<file path="src/rtl/lut_layer_pkg.sv">
// Shared types for lut_layer_pipe: FSM state encoding and config index width helper.
package lut_layer_pkg;

  typedef enum logic [1:0] {
    ST_CONFIG = 2'd0,
    ST_RUN    = 2'd1,
    ST_DRAIN  = 2'd2
  } state_t;

  // Neuron-select width; a single-neuron layer still gets a 1-bit select.
  function automatic int nidx_w(input int n);
    return (n > 1) ? $clog2(n) : 1;
  endfunction

endpackage

</file>
<file path="src/rtl/lut_layer_pipe_table.sv">
// lut_table_ram: one neuron's 2^IN_BITS x OUT_BITS table, synchronous write, async read.
// LUT_LAYER_READBACK_EN adds a second async read port for config readback.
module lut_table_ram #(
  parameter int IN_BITS  = 8,
  parameter int OUT_BITS = 1
) (
  input  logic                clk,
  input  logic                we,
  input  logic [IN_BITS-1:0]  waddr,
  input  logic [OUT_BITS-1:0] wdata,
  input  logic [IN_BITS-1:0]  raddr,
`ifdef LUT_LAYER_READBACK_EN
  input  logic [IN_BITS-1:0]  rb_addr,
  output logic [OUT_BITS-1:0] rb_data,
`endif
  output logic [OUT_BITS-1:0] rdata
);

  (* rom_style = "distributed" *) logic [OUT_BITS-1:0] mem [2**IN_BITS];

  always_ff @(posedge clk) begin
    if (we) mem[waddr] <= wdata;
  end

  assign rdata = mem[raddr];

`ifdef LUT_LAYER_READBACK_EN
  assign rb_data = mem[rb_addr];
`endif

endmodule

</file>
<file path="src/rtl/lut_layer_pipe.sv">
// lut_layer_pipe: NUM_NEURONS programmable truth tables behind a two-stage valid/ready pipeline.
// Optional macro LUT_LAYER_READBACK_EN adds a registered table readback port (CONFIG only).
module lut_layer_pipe
  import lut_layer_pkg::*;
#(
  parameter int NUM_NEURONS = 4,
  parameter int IN_BITS     = 8,
  parameter int OUT_BITS    = 1,
  parameter int NIDX_W      = nidx_w(NUM_NEURONS)
) (
  input  logic                            clk,
  input  logic                            rst,
  input  logic                            s_valid,
  output logic                            s_ready,
  input  logic [NUM_NEURONS*IN_BITS-1:0]  s_data,
  output logic                            m_valid,
  input  logic                            m_ready,
  output logic [NUM_NEURONS*OUT_BITS-1:0] m_data,
  input  logic                            cfg_we,
  input  logic [NIDX_W-1:0]               cfg_nidx,
  input  logic [IN_BITS-1:0]              cfg_addr,
  input  logic [OUT_BITS-1:0]             cfg_wdata,
  input  logic                            cfg_commit,
  input  logic                            cfg_unlock,
  output logic                            state_run,
`ifdef LUT_LAYER_READBACK_EN
  input  logic                            cfg_re,
  output logic [OUT_BITS-1:0]             cfg_rdata,
  output logic                            cfg_rvalid,
`endif
  output state_t                          state_dbg
);

  // Handshake: a word moves on a rising edge where valid & ready are both 1; a
  // producer holds valid/data until that edge, and ready may depend on valid.
  state_t                            state;
  logic                              s1_valid;
  logic [NUM_NEURONS*IN_BITS-1:0]    s1_data;
  logic [NUM_NEURONS*OUT_BITS-1:0]   lookup;
  logic                              s2_load;
  logic                              s1_load;
  logic                              accept;
  logic                              tbl_we;

  assign s2_load   = !m_valid || m_ready;
  assign s1_load   = !s1_valid || s2_load;
  assign s_ready   = (state == ST_RUN) && s1_load;
  assign accept    = s_valid && s_ready;
  assign tbl_we    = (state == ST_CONFIG) && cfg_we;
  assign state_run = (state == ST_RUN);
  assign state_dbg = state;

`ifdef LUT_LAYER_READBACK_EN
  logic [OUT_BITS-1:0] rb_data [NUM_NEURONS];
`endif

  // Out-of-range cfg_nidx matches no neuron, so such writes fall on the floor.
  for (genvar n = 0; n < NUM_NEURONS; n++) begin : g_neuron
    logic we_n;
    assign we_n = tbl_we && (cfg_nidx == NIDX_W'(n));

    lut_table_ram #(
      .IN_BITS  (IN_BITS),
      .OUT_BITS (OUT_BITS)
    ) u_tbl (
      .clk     (clk),
      .we      (we_n),
      .waddr   (cfg_addr),
      .wdata   (cfg_wdata),
      .raddr   (s1_data[n*IN_BITS +: IN_BITS]),
`ifdef LUT_LAYER_READBACK_EN
      .rb_addr (cfg_addr),
      .rb_data (rb_data[n]),
`endif
      .rdata   (lookup[n*OUT_BITS +: OUT_BITS])
    );
  end

  always_ff @(posedge clk) begin
    if (rst) begin
      state    <= ST_CONFIG;
      s1_valid <= 1'b0;
      s1_data  <= '0;
      m_valid  <= 1'b0;
      m_data   <= '0;
    end else begin
      if (s1_load) begin
        s1_valid <= accept;
        if (accept) s1_data <= s_data;
      end
      if (s2_load) begin
        m_valid <= s1_valid;
        if (s1_valid) m_data <= lookup;
      end
      unique case (state)
        ST_CONFIG: if (cfg_commit) state <= ST_RUN;
        ST_RUN:    if (cfg_unlock) state <= ST_DRAIN;
        ST_DRAIN:  if (!s1_valid && !m_valid) state <= ST_CONFIG;
        default:   state <= ST_CONFIG;
      endcase
    end
  end

`ifdef LUT_LAYER_READBACK_EN
  // The async read sees the pre-edge contents, so a same-entry write returns the old value.
  always_ff @(posedge clk) begin
    if (rst) begin
      cfg_rvalid <= 1'b0;
      cfg_rdata  <= '0;
    end else begin
      cfg_rvalid <= (state == ST_CONFIG) && cfg_re;
      if ((state == ST_CONFIG) && cfg_re)
        cfg_rdata <= (32'(cfg_nidx) < NUM_NEURONS) ? rb_data[cfg_nidx] : '0;
    end
  end
`endif

endmodule

</file>
<file path="config.mk">
export PLATFORM = sky130hd
export DESIGN_NAME = lut_layer_pipe
export DESIGN_NICKNAME = d
export VERILOG_FILES = /design/src/rtl/lut_layer_pkg.sv /design/src/rtl/lut_layer_pipe_table.sv /design/src/rtl/lut_layer_pipe.sv
export SDC_FILE = /design/constraint.sdc
export NUM_CORES = 2
export LEC_CHECK = 0
export CORE_UTILIZATION = 45
export DETAILED_ROUTE_END_ITERATION = 8
export HOLD_SLACK_MARGIN = 0.05
export PLACE_DENSITY = 0.68
export SYNTH_ARGS = -nofsm -noshare
export SYNTH_HDL_FRONTEND = slang
export SYNTH_SLANG_ARGS = --single-unit
export TNS_END_PERCENT = 10
</file>
<file path="constraint.sdc">
create_clock -name clk -period 2.8 [get_ports clk]
set_input_delay 0.42 -clock clk [delete_from_list [all_inputs] [get_ports clk]]
set_output_delay 0.42 -clock clk [all_outputs]
set_load 0.03 [all_outputs]
</file>
==> flow_summary_export.csv <==
group,metric,value,unit
setup_path,required,3.37,ns
setup_path,slowest_delay,0.63,ns
global_route,grt_pass1_wl,197000,µm
place,place_ws,-0.524,ns
setup_path,end_kind,"flop",
final_layout,layout-drive-gt1-share,0.179,
timing,min_period_over_period,0.986,
timing,finalSetupViolCount,0,
synth,synth_seq_cells,1064,
cts,cts.htree.levels,3,
final_layout,final_nets,3575,
floorplanning,die_w,324,µm
timing,rsz0062_at_grt,"false",
setup_path,worstPathArrival,3.33,ns
run,drv_cap,0,
timing,fin_crit,2.76,ns
route,vias,30200,
synth,yosysTopAreaCell,"edfxtp_1",
timing,finalHoldViolCount,0,
route,dr.pass1.iters,7,
final_layout,final_area,0.0537,mm²
synth,synth_top_area_share,0.660,
synth,synth_xor_area_frac,0,
route,wl,136000,µm
setup_path,crit_fanout,9,
setup_path,cp_cell_sequence,"inv_1 > buf_4 > mux2_2 > o221ai_1 > o2111ai_1 > buf_4 > a32oi_1 > o31ai_1",
cts,clkSinkCount,1064,
synth,async_flop_share,0,
cts,cts_tree,"built",
setup_path,path_class,"flop to flop",
place,place_hpwl,88500,µm
synth,yosys_warnings,0,
route,drc_errors,0,
synth,synth-edff-count,1024,
timing,clock.fmax,0.362,GHz
place,dp_cells,4777,
hold_path,min_path_cells,1,
synth,synth_top_family_by_area,"multiplexers",
synth,netlist_instances,3402,
pwr,ir_drop,522,µV
floorplanning,rows,117,
floorplanning,coreArea,0.102,mm²
route,drt-initial-drc-count,4943,
pwr,finalPower,33.8,mW
pwr,p_leak,15.7,nW
cts,clk_latency,0.70,ns
cts,clk_path_buf_depth,3,
global_route,grt_pass1_vias,29200,
setup_path,start_kind,"flop",
place,placed_area,0.0501,mm²
synth,synthMuxAreaShare,0.140,
final_layout,fillCellCount,8482,
pwr,power.density,629,mW/mm²
synth,synthesis.area,0.0466,mm²
setup_path,worstReg2RegEnd,"m_data[1]",
floorplanning,initial_core_util,0.456,
synth,ys_dominant_reg_cell,"edfxtp_1",
global_route,grt_antenna_before_repair,6,
setup_path,critPathSlowestCell,"dfxtp_1",
synth,yosys-top-cells-area,"edfxtp_1 (66%), mux4_2 (11%), nor2_1 (8.6%), nand2_1 (3.1%), mux2i_1 (2.3%)",
timing,worst_pin_slew,0.949,ns
setup_path,r2r_slack,0.04,ns
global_route,grt.total_usage,0.262,
floorplanning,die_area,0.105,mm²
cts,clk_pin_slew_worst_paths,0.06,ns
synth,synthDistinctLibCells,54,
route,viasPerCell,6.06,
global_route,grt_max_degree,176,
synth,synth_compound_area_frac,0.0262,
hold_path,min-delay-start,"cfg_wdata",
cts,clockRootBuffer,"clkbuf_16",
setup_path,ff2ff_path_depth,8,
timing,layout_setup_ws,0.0394,ns
place,portBuffers,58,
outcome,status,"finished, final reports clean",
route,routedWlPerCell,27.4,µm
timing,finalMaxSlewViolations,0,
setup_path,r2r-start,"s1_data[10]",
place,routabilityCongestion,0.956,
synth,yosys.area_share.simple,0.129,
floorplanning,ios,59,
cts,numCtsBuffers,107,
final_layout,ff_latch_area,0.0316,mm²
final_layout,areaGrowthSynthToFinish,15.3,%
cts,holdBufCountCts,0,
timing,clock_skew,0.0366,ns
final_layout,stdcell_count,4978,
timing,relSlewSlack,0.368,
synth,yosysSeqAreaShare,0.678,
timing,fin_hold_ws,0.133,ns
route,antenna_left,0,
setup_path,crit_top_cell,"buf_4",
final_layout,multi_input_area,0.0139,mm²
hold_path,min_to,"g_neuron[2].u_tbl.mem[21]",
hold_path,hp-class,"input pin to flop",
global_route,overflow,0,
floorplanning,chipHeight,324,µm
synth,synthAdderAreaFrac,0,
synth,synth_nets,3452,
synth,avgSynthCellArea,13.7,µm²
[stage by stage]
| step | setup TNS [ns] | util |
|---|---|---|
| after global placement | -0.563 | 0.490 |
| after global routing | 0 | 0.525 |
| final | 0 | 0.525 |
| after detailed placement | -0.524 | 0.490 |
| after CTS | 0 | 0.525 |
| after floorplan | 0 | - |
[sequential cells by signal, indices dropped and copies added, names as in the netlist]
signal,cells
s1_valid,1
m_data,4
m_valid,1
state_dbg,2
g_neuron.u_tbl.mem,1024
s1_data,32
[repair_timing]
item	4_1_cts	5_1_grt
setup buffers	4	3
gates resized for setup	2	1
setup endpoints to repair	1	2
[kinds of logic after synthesis]
logic type	after synthesis
buf+inv	267
simple gates	1543
flops	1064
mux	359
compound gates	169
[cell usage after synthesis (10+ instances only)]
master and instances:
nor2_1 1067, edfxtp_1 1024, nand2_1 380, mux4_2 230, clkbuf_1 174, mux2i_1 108, a21oi_1 50, dfxtp_1 40
o221ai_1 35, nor3_1 26, buf_2 23, buf_1 17, buf_6 17, inv_1 15, nand2b_1 15, nor2b_1 14
mux2_2 13, nand3_1 13, o22ai_1 12, buf_4 10
[how the worst max path moves through the flow]
stage	startpoint	end	slack, ns	cells after the start
after floorplan	state_dbg[0]	s1_data[1]	0.60	7
after global placement	s1_data[8]	m_data[1]	-0.56	7
after detailed placement	s1_data[8]	m_data[1]	-0.52	7
after CTS	m_valid	s_ready	0.05	4
after global routing	s1_data[16]	m_data[2]	0.04	9
final	s1_data[10]	m_data[1]	0.04	8
[metal layers]
metal | track usage | up-vias | share of wire
li1 | - | 12700 | -
met1 | 0.367 | 15200 | 0.38
met2 | 0.391 | 1950 | 0.44
met3 | 0.0671 | 316 | 0.13
met4 | 0.112 | 4 | 0.044
met5 | 0 | - | 0.00017
[report_power, final]
part	switching, mW	internal (mW)	total [mW]
logic	1.21	0.644	1.86
clock network	6.14	8.29	14.4
registers	0.0700	17.4	17.5
total	7.42	26.4	33.8
[layout by cell type (no fill, tap or decap), drive strengths merged, types with 15 or more instances in the layout]
master,netlist,final
clkinv,1,42
dfxtp,40,40
a21oi,50,50
clkbuf,174,131
inv,18,21
o221ai,36,36
nor2,1067,1067
edfxtp,1024,1024
nor3,26,26
nand2,380,380
mux4,231,231
mux2,20,20
nand2b,15,15
buf,74,206
mux2i,108,108
clkdlybuf4s50,0,56
[cell type report]
cell class | count | area share
Sequential cell | 1064 | 0.588
Multi-Input combinational cell | 2071 | 0.258
Tap cell | 1368 | 0.0319
Timing Repair Buffer | 262 | 0.0559
Inverter | 19 | 0.00133
Clock inverter | 60 | 0.0124
Antenna cell | 3 | 0.000140
Clock buffer | 131 | 0.0521
[critical path, delay by kind of cell, from the launching register on]
kind                   cells  cell delay, ns
AO/OA/AOI/OAI              4            0.96
buffers and inverters      3            0.72
flip-flops                 1            0.63
multiplexers               1            0.32
Note: power is estimated with default switching activity, not from simulation.
